==> src/rtl/cpu_pkg.sv <==
// Shared state encoding, requester IDs and default SRAM read latency for the arbiter.
package cpu_pkg;

    typedef enum logic [1:0] {
        StIdle  = 2'd0,
        StIssue = 2'd1,
        StWait  = 2'd2,
        StAck   = 2'd3
    } arb_state_e;

    localparam logic REQ_DEC = 1'b0;
    localparam logic REQ_LCD = 1'b1;

    localparam int unsigned RD_LAT_DEFAULT = 1;

endpackage

==> src/rtl/sram_arbiter_if.sv <==
// Requester and SRAM bus bundle; slave is the arbiter side, master the requester/SRAM side.
interface sram_arbiter_if #(
    parameter int unsigned ADDR_W = 8,
    parameter int unsigned DATA_W = 8
);
    logic              dec_req;
    logic              lcd_req;
    logic              dec_wr;
    logic              lcd_wr;
    logic [ADDR_W-1:0] dec_addr;
    logic [ADDR_W-1:0] lcd_addr;
    logic [DATA_W-1:0] dec_wdata;
    logic [DATA_W-1:0] lcd_wdata;
    logic              dec_ack;
    logic              lcd_ack;
    logic [DATA_W-1:0] dec_rdata;
    logic [DATA_W-1:0] lcd_rdata;
    logic [ADDR_W-1:0] sram_addr;
    logic              sram_rd_en;
    logic              sram_wr_en;
    logic [DATA_W-1:0] sram_wr_data;
    logic [DATA_W-1:0] sram_rd_data;

    modport slave (
        input  dec_req, lcd_req, dec_wr, lcd_wr, dec_addr, lcd_addr, dec_wdata, lcd_wdata,
        input  sram_rd_data,
        output dec_ack, lcd_ack, dec_rdata, lcd_rdata,
        output sram_addr, sram_rd_en, sram_wr_en, sram_wr_data
    );

    modport master (
        output dec_req, lcd_req, dec_wr, lcd_wr, dec_addr, lcd_addr, dec_wdata, lcd_wdata,
        output sram_rd_data,
        input  dec_ack, lcd_ack, dec_rdata, lcd_rdata,
        input  sram_addr, sram_rd_en, sram_wr_en, sram_wr_data
    );

endinterface

==> src/rtl/sram_arbiter_rr_arb2.sv <==
// Two-way round-robin picker: a sole requester wins, a tie goes to the one not served last.
module rr_arb2
    import cpu_pkg::*;
(
    input  logic [1:0] req,
    input  logic       last,
    output logic       winner
);

    always_comb begin
        winner = ~last;
        if (req == 2'b01) begin
            winner = REQ_DEC;
        end else if (req == 2'b10) begin
            winner = REQ_LCD;
        end
    end

endmodule

==> src/rtl/sram_arbiter.sv <==
// Arbitrates decoder and LCD driver access to a single-port SRAM, one transaction at a time.
module sram_arbiter
    import cpu_pkg::*;
#(
    parameter int unsigned ADDR_W = 8,
    parameter int unsigned DATA_W = 8,
    parameter int unsigned RD_LAT = RD_LAT_DEFAULT
) (
    input  logic          clk,
    input  logic          sys_rst,
    sram_arbiter_if.slave bus
);

    localparam logic [2:0] CNT_LOAD = 3'(RD_LAT - 1);

    arb_state_e        r_state;
    arb_state_e        w_state_d;
    logic              r_id;
    logic              r_wr;
    logic [ADDR_W-1:0] r_addr;
    logic [DATA_W-1:0] r_wdata;
    logic [2:0]        r_cnt;
    logic              r_last;
    logic [DATA_W-1:0] r_dec_rdata;
    logic [DATA_W-1:0] r_lcd_rdata;

    logic [1:0]        w_req;
    logic              w_winner;
    logic              w_latch;
    logic              w_capture;

    assign w_req = {bus.lcd_req, bus.dec_req};

    rr_arb2 u_rr_arb2 (
        .req    (w_req),
        .last   (r_last),
        .winner (w_winner)
    );

    assign bus.sram_addr    = r_addr;
    assign bus.sram_wr_data = r_wdata;
    assign bus.dec_rdata    = r_dec_rdata;
    assign bus.lcd_rdata    = r_lcd_rdata;

    always_comb begin
        w_state_d      = r_state;
        w_latch        = 1'b0;
        w_capture      = 1'b0;
        bus.sram_rd_en = 1'b0;
        bus.sram_wr_en = 1'b0;
        bus.dec_ack    = 1'b0;
        bus.lcd_ack    = 1'b0;
        unique case (r_state)
            StIdle: begin
                if (|w_req) begin
                    w_latch   = 1'b1;
                    w_state_d = StIssue;
                end
            end
            StIssue: begin
                bus.sram_wr_en = r_wr;
                bus.sram_rd_en = ~r_wr;
                w_state_d      = r_wr ? StAck : StWait;
            end
            StWait: begin
                // Read data is valid on the last WAIT cycle, when the counter reaches zero.
                if (r_cnt == 3'd0) begin
                    w_capture = 1'b1;
                    w_state_d = StAck;
                end
            end
            StAck: begin
                bus.dec_ack = (r_id == REQ_DEC);
                bus.lcd_ack = (r_id == REQ_LCD);
                w_state_d   = StIdle;
            end
            default: w_state_d = StIdle;
        endcase
    end

    always_ff @(posedge clk) begin
        if (sys_rst) begin
            r_state     <= StIdle;
            r_id        <= REQ_DEC;
            r_wr        <= 1'b0;
            r_addr      <= '0;
            r_wdata     <= '0;
            r_cnt       <= 3'd0;
            r_last      <= REQ_LCD;
            r_dec_rdata <= '0;
            r_lcd_rdata <= '0;
        end else begin
            r_state <= w_state_d;
            if (w_latch) begin
                r_id    <= w_winner;
                r_wr    <= (w_winner == REQ_LCD) ? bus.lcd_wr    : bus.dec_wr;
                r_addr  <= (w_winner == REQ_LCD) ? bus.lcd_addr  : bus.dec_addr;
                r_wdata <= (w_winner == REQ_LCD) ? bus.lcd_wdata : bus.dec_wdata;
            end
            if (r_state == StIssue) begin
                r_cnt <= CNT_LOAD;
            end else if (r_state == StWait && r_cnt != 3'd0) begin
                r_cnt <= r_cnt - 3'd1;
            end
            if (w_capture) begin
                if (r_id == REQ_DEC) begin
                    r_dec_rdata <= bus.sram_rd_data;
                end else begin
                    r_lcd_rdata <= bus.sram_rd_data;
                end
            end
            if (r_state == StAck) begin
                r_last <= r_id;
            end
        end
    end

endmodule

==> src/flat_wrapper.sv <==
// flat-port wrapper written by rule: the top's interface ports become plain ports
module sram_arbiter_flat import cpu_pkg::*;
#(
    parameter int unsigned ADDR_W = 8,
    parameter int unsigned DATA_W = 8,
    parameter int unsigned RD_LAT = RD_LAT_DEFAULT
)
  (clk, sys_rst, bus_dec_req, bus_lcd_req, bus_dec_wr, bus_lcd_wr, bus_dec_addr, bus_lcd_addr, bus_dec_wdata, bus_lcd_wdata, bus_sram_rd_data, bus_dec_ack, bus_lcd_ack, bus_dec_rdata, bus_lcd_rdata, bus_sram_addr, bus_sram_rd_en, bus_sram_wr_en, bus_sram_wr_data);
  sram_arbiter_if #(.ADDR_W(ADDR_W), .DATA_W(DATA_W)) bus_i ();
  input  logic clk;
  input  logic sys_rst;
  input wire logic [$bits(bus_i.dec_req)-1:0] bus_dec_req;
  input wire logic [$bits(bus_i.lcd_req)-1:0] bus_lcd_req;
  input wire logic [$bits(bus_i.dec_wr)-1:0] bus_dec_wr;
  input wire logic [$bits(bus_i.lcd_wr)-1:0] bus_lcd_wr;
  input wire logic [$bits(bus_i.dec_addr)-1:0] bus_dec_addr;
  input wire logic [$bits(bus_i.lcd_addr)-1:0] bus_lcd_addr;
  input wire logic [$bits(bus_i.dec_wdata)-1:0] bus_dec_wdata;
  input wire logic [$bits(bus_i.lcd_wdata)-1:0] bus_lcd_wdata;
  input wire logic [$bits(bus_i.sram_rd_data)-1:0] bus_sram_rd_data;
  output wire logic [$bits(bus_i.dec_ack)-1:0] bus_dec_ack;
  output wire logic [$bits(bus_i.lcd_ack)-1:0] bus_lcd_ack;
  output wire logic [$bits(bus_i.dec_rdata)-1:0] bus_dec_rdata;
  output wire logic [$bits(bus_i.lcd_rdata)-1:0] bus_lcd_rdata;
  output wire logic [$bits(bus_i.sram_addr)-1:0] bus_sram_addr;
  output wire logic [$bits(bus_i.sram_rd_en)-1:0] bus_sram_rd_en;
  output wire logic [$bits(bus_i.sram_wr_en)-1:0] bus_sram_wr_en;
  output wire logic [$bits(bus_i.sram_wr_data)-1:0] bus_sram_wr_data;
  assign bus_i.dec_req = bus_dec_req;
  assign bus_i.lcd_req = bus_lcd_req;
  assign bus_i.dec_wr = bus_dec_wr;
  assign bus_i.lcd_wr = bus_lcd_wr;
  assign bus_i.dec_addr = bus_dec_addr;
  assign bus_i.lcd_addr = bus_lcd_addr;
  assign bus_i.dec_wdata = bus_dec_wdata;
  assign bus_i.lcd_wdata = bus_lcd_wdata;
  assign bus_i.sram_rd_data = bus_sram_rd_data;
  assign bus_dec_ack = bus_i.dec_ack;
  assign bus_lcd_ack = bus_i.lcd_ack;
  assign bus_dec_rdata = bus_i.dec_rdata;
  assign bus_lcd_rdata = bus_i.lcd_rdata;
  assign bus_sram_addr = bus_i.sram_addr;
  assign bus_sram_rd_en = bus_i.sram_rd_en;
  assign bus_sram_wr_en = bus_i.sram_wr_en;
  assign bus_sram_wr_data = bus_i.sram_wr_data;
  sram_arbiter #(.ADDR_W(ADDR_W), .DATA_W(DATA_W), .RD_LAT(RD_LAT)) u_core (.clk(clk), .sys_rst(sys_rst), .bus(bus_i));
endmodule
==> config.mk <==
export PLATFORM = sky130hd
export DESIGN_NAME = sram_arbiter_flat
export DESIGN_NICKNAME = d
export VERILOG_FILES = /design/src/rtl/cpu_pkg.sv /design/src/rtl/sram_arbiter_if.sv /design/src/rtl/sram_arbiter_rr_arb2.sv /design/src/rtl/sram_arbiter.sv /design/src/flat_wrapper.sv
export SDC_FILE = /design/constraint.sdc
export NUM_CORES = 1
export LEC_CHECK = 0
export BUFFER_PORTS_ARGS = -buffer_cell sky130_fd_sc_hd__buf_2
export CAP_MARGIN = 20
export CORE_MARGIN = 2
export CORE_UTILIZATION = 42
export DETAILED_ROUTE_END_ITERATION = 8
export PLACE_DENSITY = 0.79
export SLEW_MARGIN = 10
export SYNTH_ARGS = -nofsm -noshare
export SYNTH_HDL_FRONTEND = slang
export SYNTH_SLANG_ARGS = --single-unit
export TNS_END_PERCENT = 10
==> constraint.sdc <==
create_clock -name clk -period 1.41 [get_ports clk]
set_input_delay 0.0705 -clock clk [delete_from_list [all_inputs] [get_ports clk]]
set_output_delay 0.0705 -clock clk [all_outputs]
set_load 0.005 [all_outputs]
==> impl_metrics.toml, run 1 <==
[cells_and_area]
nFillCells = 375
final_area_um2 = 2650
instances_no_fill = 355
diodes = 0
nNetsFinal = 354
drive_above_1_share = 0.475
syn_to_final_growth_pct = 43.9
final_core_util = 0.617

[timing]
setup_ws_ns = 0.0333
setup_viol = 0
tightest_slew_ns = 0.494
fmax_mhz = 726
rsz0062_at_grt = "yes"
hold_slack_ns = 0.0270
timing.final.crit_period_ns = 1.38
period_share = 0.976
slew_violations = 0
hold_viol = 0
max_slew_margin = 0.671
fin_worst_skew_ns = 0.00732

[critical_path]
endpoint_kind = "flip-flop"
crit_type = "flip-flop to flip-flop"
start_kind = "flip-flop"
cp_data_arrival_time_ns = 1.56
critical_path.max_fanout = 3
required_ns = 1.59

[placement]
dpl-instance-area_um2 = 2340
post-place-ws_ns = -0.0791
dp_cells = 339
dp_hpwl_um = 3130
port_buffers = 81
place.gp.congestion = 0.784

[synthesis]
ys_ff_latch = 40
ys.flop_type = "dfxtp_1"
synthTopCellsByArea = "dfxtp_1, nand2_1, a311oi_2"
synth.top_cell.area_share = 0.435
synth_edf_count = 0
yosysMostFrequentCell = "nand2_1"
yosysTopAreaCell = "dfxtp_1"
syn_area_um2 = 1840
ys_async_sr_fraction = 0
synth_nets = 258
yosysWarnings = 0
ys_top_cells_by_count = "nand2_1, dfxtp_1, nor2_1"
ys_seq_area_frac = 0.435
netlist_instances = 206
synth_cell_types = 35
syn_area_per_cell_um2 = 8.93

[routing]
wire_per_inst_um = 13.4
vias = 1768
viasPerCell = 4.98
drt-total-wl_um = 4740
postRouteAntennaNets = 0
firstDrtPassIters = 4
route.detailed.drc = 0
drtIter0Drc = 57

[power]
power_density_nw_per_um2 = 1800
peakVddDrop_v = 0.00137
p_int_mw = 3.07
clkPwrFrac = 0.165
switching_share = 0.355
p_sw_mw = 1.69
seqPwrFrac = 0.342
power_frac_comb = 0.493
p_leak_nw = 1.21

[cts]
cts_tree = "yes"
cts_inserted_buffers = 5
cts.sinks = 40
insertion_delay_ns = 0.29
cts_hold_buf = 0
htreeDepth = 2
cts_max_path_buffers = 2
clock-root-buffer = "clkbuf_8"
path_clk_slew_ns = 0.07

[run_status]
status = "completed"

[floorplan]
die_h_um = 70.2
rows = 24
die_area_um2 = 4920
top_level_ports = 82
core_um2 = 4290
start_util = 0.428
die_width_um = 70.2

[global_route]
grt_max_degree = 23
grt_pass1_wl_um = 7630
grt_usage = 0.192
grt_pass1_vias = 1715
antenna_found_initial = 0
grt-ovfl-total = 0

[job]
cap_violations = 0

[min_path]
hold_class = "input port to flip-flop"
what timing repair did:
item	in CTS	in global routing
setup endpoints to repair	15	38
pin swaps	1	3
gates cloned	1	1
buffers inserted	0	6
resized for setup	13	20
through the flow:
step	TNS [ns]	power (mW)
after CTS	-0.0146	4.45
final	0	4.76
after detailed placement	-0.455	3.41
after global routing	-0.101	5.06
after global placement	0	3.35
after floorplan	0	2.80
flip-flops by register name (all words and copies together) (netlist names), 2 cells and up:
| signal | count |
|---|---|
| u_core.bus.sram_addr | 8 |
| u_core.r_state | 2 |
| u_core.bus.sram_wr_data | 8 |
| u_core.bus.dec_rdata | 8 |
| u_core.r_cnt | 3 |
| u_core.bus.lcd_rdata | 8 |
critical path, cell delays in order, from the launching register on:
cell	delay (ns)
dfxtp_2	0.32
inv_2	0.07
ha_4	0.15
nand2b_4	0.06
buf_4	0.15
and3_1	0.18
a2111oi_2	0.33
layer usage:
layer,vias to the layer above,share of wire,global-route usage
met4,0,0.015,0.0705
met2,54,0.50,0.356
met3,7,0.057,0.0418
met1,806,0.43,0.214
met5,-,0,0
li1,901,-,-
final timing paths:
path | start | endpoint | slack, ns | cells past startpoint
setup / recovery | u_core.r_cnt[1]$_SDFFE_PP0P_ | u_core.r_cnt[1]$_SDFFE_PP0P_ | 0.03 | 6
hold / removal | bus_sram_rd_data[3] | u_core.bus.lcd_rdata[3]$_SDFFE_PP0P_ | 0.03 | 3
hold reg to reg | u_core.bus.lcd_rdata[7]$_SDFFE_PP0P_ | u_core.bus.lcd_rdata[7]$_SDFFE_PP0P_ | 0.45 | 2
setup reg to reg | u_core.r_cnt[1]$_SDFFE_PP0P_ | u_core.r_cnt[1]$_SDFFE_PP0P_ | 0.03 | 6
cell usage in the layout (no fill, tap or decap), types with 4 or more instances in the layout:
cell type  Yosys  final
nor2_1        29     29
mux2i_1        9      9
dfxtp_1       40     37
a311oi_1       8      6
buf_2          1     81
a21oi_1        9      9
clkbuf_8       0      6
nor3_1         4      4
nand2_1       53     52
a311oi_2       9     11
buf_4          2     15
area by class of cell:
cell class / instances / area [um2] / share of cell area
Multi-Input combinational cell: 148 / 1020 / 0.386
Tap cell: 52 / 65.1 / 0.0246
Timing Repair Buffer: 102 / 642 / 0.242
Inverter: 5 / 21.3 / 0.00803
Sequential cell: 40 / 807 / 0.305
Clock buffer: 8 / 90.1 / 0.0340
power by group through the flow:
stage	clock network, mW	registers (mW)	logic (mW)
2_1_floorplan	0	1.63	1.17
3_3_place_gp	0	1.60	1.74
5_1_grt	0.845	1.67	2.54
4_1_cts	0.798	1.60	2.05
3_5_place_dp	0	1.61	1.80
6_report	0.785	1.63	2.34
cells by family (layout without fill, tap and decap cells):
family / Yosys count / count (layout) / synth area share
AOI/OAI and AO/OA: 34 / 34 / 0.175
xor gates and xnor gates: 1 / 1 / 0.00476
adders and majority gates: 6 / 6 / 0.0408
buffers and inverters: 18 / 115 / 0.0667
DFF: 40 / 40 / 0.435
muxes: 9 / 9 / 0.0490
and+or+nand+nor: 98 / 98 / 0.229
No activity file was read; power rests on OpenSTA's default activity.
==> run 2, diff against run 1 <==
--- a/config.mk
+++ b/config.mk
@@ -8,9 +8,10 @@
 export BUFFER_PORTS_ARGS = -buffer_cell sky130_fd_sc_hd__buf_2
 export CAP_MARGIN = 20
 export CORE_MARGIN = 2
-export CORE_UTILIZATION = 42
+export CORE_UTILIZATION = 44
+export CTS_BUF_LIST = sky130_fd_sc_hd__clkbuf_2
 export DETAILED_ROUTE_END_ITERATION = 8
-export PLACE_DENSITY = 0.79
+export PLACE_DENSITY = 0.82
 export SLEW_MARGIN = 10
 export SYNTH_ARGS = -nofsm -noshare
 export SYNTH_HDL_FRONTEND = slang
==> impl_metrics.toml, run 2 (synthesis gave the netlist of run 1 again) <==
[run_status]
status = "complete, but fails checks"
violations = "DRC, setup timing"

[critical_path]
start_kind = "flip-flop"
critical-path-max-stage-delay_ns = 0.42
critical_path.max_fanout = 4
crit_type = "flip-flop to flip-flop"
path_buf_inv = 2
slowest_stage = "dfxtp_4"
required_ns = 1.71
crit_family = "flip-flops"
endpoint_kind = "flip-flop"
path_cells = "inv_4, ha_4, nor2b_4, clkbuf_16, nor2_1, a311oi_1"
cp_data_arrival_time_ns = 1.95

[floorplan]
core_um2 = 4000
die_h_um = 68.7
die_area_um2 = 4710
top_level_ports = 82
start_util = 0.460
rows = 23
die_width_um = 68.7

[cts]
path_clk_slew_ns = 0.23
clock-root-buffer = "clkbuf_2"
insertion_delay_ns = 0.40
cts_tree = "yes"
cts_inserted_buffers = 5
htreeDepth = 2
cts_max_path_buffers = 2
cts.sinks = 40

[timing]
slew_violations = 0
period_share = 1.17
timing.final.crit_period_ns = 1.65
tightest_slew_ns = 0.385
finalSetupTns_ns = -1.52
rsz0062_at_grt = "yes"
setup_ws_ns = -0.242
fmax_mhz = 605
setup_viol = 28
fin_worst_skew_ns = 0.0247
hold_viol = 0
max_slew_margin = 0.742

[global_route]
antenna_found_initial = 0
grt_usage = 0.275
grtUsageMet3 = 0.0925
grt_max_degree = 18
grtUsageMet1 = 0.342
grt_pass1_wl_um = 9540
grt_pass1_vias = 2014
grt-ovfl-total = 0
grtUsageMet2 = 0.433
busiest_layer = "met2"

[power]
total_power_mw = 5.31
peakVddDrop_v = 0.000997
p_leak_nw = 1.41
power_density_nw_per_um2 = 1690

[cells_and_area]
final_common_cell = "buf_2"
nNetsFinal = 397
drive_above_1_share = 0.442
final_cell_mix = "buf_2, nand2_1, dlygate4sd3_1"
diodes = 0
syn_to_final_growth_pct = 71.0

[routing]
route.detailed.drc = 1
vias = 2258
drtIter0Drc = 205
firstDrtPassIters = 8
postRouteAntennaNets = 0
viasPerCell = 5.70
wire_per_inst_um = 19.4
drt-total-wl_um = 7660

[job]
cap_violations = 0

[placement]
place.gp.congestion = 0.866
dp_hpwl_um = 3110
port_buffers = 81

[min_path]
hold_class = "input port to flip-flop"
-- run 2: cell count changes in the layout (fill, tap and decap cells not counted), moves of 5 or more --
cell | before | now
buf_4 | 15 | 9
dlygate4sd3_1 | 0 | 43
clkbuf_2 | 0 | 5
clkbuf_8 | 6 | 0
nor2_1 | 29 | 24
nor2_2 | 0 | 5
buf_6 | 1 | 6
-- run 2: repair_timing --
item | 4_1_cts | 5_1_grt
cloned | 1 | 3
endpoints found under the setup margin | 18 | 40
endpoints found under the hold margin | 36 | 0
hold buffers | 43 | 0
pin swaps | 1 | 23
gates resized for setup | 17 | 30
buffers inserted | 0 | 3
-- run 2: area by class of cell --
cell class                 count  area [um2]
timing repair buffer         145        1130
multi-input combinational    148        1060
fill                         229         855
sequential                    40         807
tap                           50        62.6
clock inverter                 3        42.5
clock buffer                   5        25.0
inverter                       5        23.8
-- run 2: worst min-delay path: cells and delay by family --
family	cells	cell delay, ns
buffers and inverters	1	0.14
and+or+nand+nor	2	0.17
AOI/OAI and AO/OA	1	0.07
-- run 2: stage by stage --
stage          cell area [um2]  instances  setup WS, ns  utilization  hold slack [ns]
6_report                  3150        396        -0.242        0.786           0.0822
5_1_grt                   3150        396        -0.255        0.786           0.0732
4_1_cts                   2940        390       -0.0285        0.736           0.0131
3_5_place_dp              2350        338       -0.0357        0.588            0.334
3_3_place_gp              2350        338        0.0233        0.588            0.327
2_1_floorplan             1840        206        0.0120            -            0.206
-- run 2: path summary, 6_finish.rpt --
| kind | depth (start not counted) | slack, ns | start | endpoint |
|---|---|---|---|---|
| hold / removal | 4 | 0.08 | bus_dec_req | u_core.r_id$_SDFFE_PP0P_ |
| hold reg to reg | 2 | 0.47 | u_core.bus.lcd_rdata[7]$_SDFFE_PP0P_ | u_core.bus.lcd_rdata[7]$_SDFFE_PP0P_ |
| setup / recovery | 6 | -0.24 | u_core.r_state[1]$_SDFFE_PP0P_ | u_core.bus.sram_addr[1]$_SDFFE_PP0P_ |
| setup reg to reg | 6 | -0.24 | u_core.r_state[1]$_SDFFE_PP0P_ | u_core.bus.sram_addr[1]$_SDFFE_PP0P_ |
-- run 2: metal layers --
layer / routed length (um) / vias to the layer above
li1: - / 981
met1: 2880 / 1039
met2: 3510 / 188
met3: 862 / 50
met4: 413 / 0
met5: 0 / -
-- run 2: report_power, final --
group,total [mW],internal [mW],switching [mW]
clock network,0.702,0.298,0.404
registers,1.70,1.44,0.261
logic,2.91,1.48,1.43
total,5.31,3.22,2.09
==> run 3, diff against run 2 <==
--- a/config.mk
+++ b/config.mk
@@ -12,6 +12,7 @@
 export CTS_BUF_LIST = sky130_fd_sc_hd__clkbuf_2
 export DETAILED_ROUTE_END_ITERATION = 8
 export PLACE_DENSITY = 0.82
+export SETUP_SLACK_MARGIN = 0.4
 export SLEW_MARGIN = 10
 export SYNTH_ARGS = -nofsm -noshare
 export SYNTH_HDL_FRONTEND = slang
==> impl_metrics.toml, run 3 (synthesis gave the netlist of run 1 again) <==
[global_route]
antenna_found_initial = 0
grt-ovfl-total = 0
grt_pass1_wl_um = 9500
grt_pass1_vias = 2025
grt_usage = 0.275
grt_max_degree = 23

[timing]
slew_violations = 0
setup_ws_ns = -0.00313
rsz0062_at_grt = "yes"
hold_slack_ns = 0.0618
fin_worst_skew_ns = 0.0201
tightest_slew_ns = 0.419
fmax_mhz = 708
hold_viol = 0
finalSetupTns_ns = -0.00313
setup_viol = 1
max_slew_margin = 0.721
period_share = 1.00
timing.final.crit_period_ns = 1.41

[floorplan]
core_um2 = 4000
start_util = 0.460
die_width_um = 68.7
die_area_um2 = 4710
top_level_ports = 82
die_h_um = 68.7
rows = 23

[placement]
port_buffers = 81
place.gp.congestion = 0.762
post-place-ws_ns = 0.0201
dp_cells = 333
dp_hpwl_um = 3060

[routing]
viasPerCell = 5.33
route.detailed.drc = 0
met3_length_um = 486
firstDrtPassIters = 4
top_layer_used = "met4"
dr_wl_met2_um = 3170
vias = 2085
postRouteAntennaNets = 0
drt-total-wl_um = 6370
met1_length_um = 2570
wire_per_inst_um = 16.3
drtIter0Drc = 143

[power]
peakVddDrop_v = 0.00120
p_leak_nw = 1.34
total_power_mw = 4.52
power_density_nw_per_um2 = 1520

[critical_path]
critical_path.max_fanout = 7
crit_type = "flip-flop to flip-flop"
start_kind = "flip-flop"
cp_common_cell = "buf_6"
path_cells = "buf_6, ha_4, nor3b_4, buf_6, mux2i_1, nor2_1"
endpoint_kind = "flip-flop"
crit_family = "flip-flops"
path_buf_inv = 2
crit_path_start = "u_core.r_state[1]$_SDFFE_PP0P_"
r2r-start = "u_core.r_state[1]$_SDFFE_PP0P_"
required_ns = 1.69
slowest_stage = "dfxtp_4"
critical-path-max-stage-delay_ns = 0.42
cp_data_arrival_time_ns = 1.70

[cells_and_area]
diodes = 0
final_cell_mix = "buf_2, nand2_1, dlygate4sd3_1"
final_common_cell = "buf_2"
nNetsFinal = 393
syn_to_final_growth_pct = 61.8
drive_above_1_share = 0.431
instances_no_fill = 391

[cts]
cts.sinks = 40
htreeDepth = 2
clock-root-buffer = "clkbuf_2"
path_clk_slew_ns = 0.21
cts_tree = "yes"
cts_max_path_buffers = 2
insertion_delay_ns = 0.39
cts_inserted_buffers = 5

[job]
cap_violations = 0

[run_status]
violations = "setup timing"
status = "complete, but fails checks"

[min_path]
hold_class = "input port to flip-flop"
min_from = "bus_lcd_req"
[run 3: worst paths after layout]
path                                                              to  slack (ns)  cells past startpoint
worst max-delay path            u_core.bus.dec_rdata[7]$_SDFFE_PP0P_      -0.003                      6
worst min register to register  u_core.bus.lcd_rdata[0]$_SDFFE_PP0P_        0.47                      2
worst min-delay path                        u_core.r_id$_SDFFE_PP0P_        0.06                      3
worst max register to register  u_core.bus.dec_rdata[7]$_SDFFE_PP0P_      -0.003                      6
[run 3: what timing repair did]
item                                    4_1_cts  5_1_grt
endpoints found under the hold margin        34        0
buffers inserted                              4        3
cloned                                        1        0
pin swaps                                     3       31
hold buffers                                 43        0
gates resized for setup                      10       17
endpoints found under the setup margin       44       59
[run 3: worst register-to-register path: stages (launching register included)]
cell and delay [ns]:
dfxtp_4 0.42, buf_6 0.11, ha_4 0.15, nor3b_4 0.24
buf_6 0.15, mux2i_1 0.18, nor2_1 0.05
[run 3: per-stage QoR]
| step | area (um2) | util |
|---|---|---|
| 2_1_floorplan | 1910 | - |
| 3_3_place_gp | 2370 | 0.593 |
| 3_5_place_dp | 2370 | 0.593 |
| 4_1_cts | 2920 | 0.729 |
| 5_1_grt | 2980 | 0.744 |
| 6_report | 2980 | 0.744 |
[run 3: power breakdown]
| group | total (mW) | switching, mW | internal [mW] |
|---|---|---|---|
| Clock | 0.494 | 0.385 | 0.109 |
| Combinational | 2.32 | 1.12 | 1.20 |
| Sequential | 1.71 | 0.243 | 1.46 |
[run 3: layer usage]
layer,up-vias,GRT usage
met4,0,0.120
met5,-,0
met2,121,0.475
met1,973,0.333
li1,973,-
met3,18,0.0487
[run 3: area by class of cell]
type / count / area [um2]
Fill cell: 240 / 1020
Timing Repair Buffer: 141 / 1020
Multi-Input combinational cell: 148 / 1010
Sequential cell: 40 / 822
Tap cell: 50 / 62.6
Inverter: 5 / 26.3
Clock buffer: 5 / 25.0
Clock inverter: 2 / 12.5
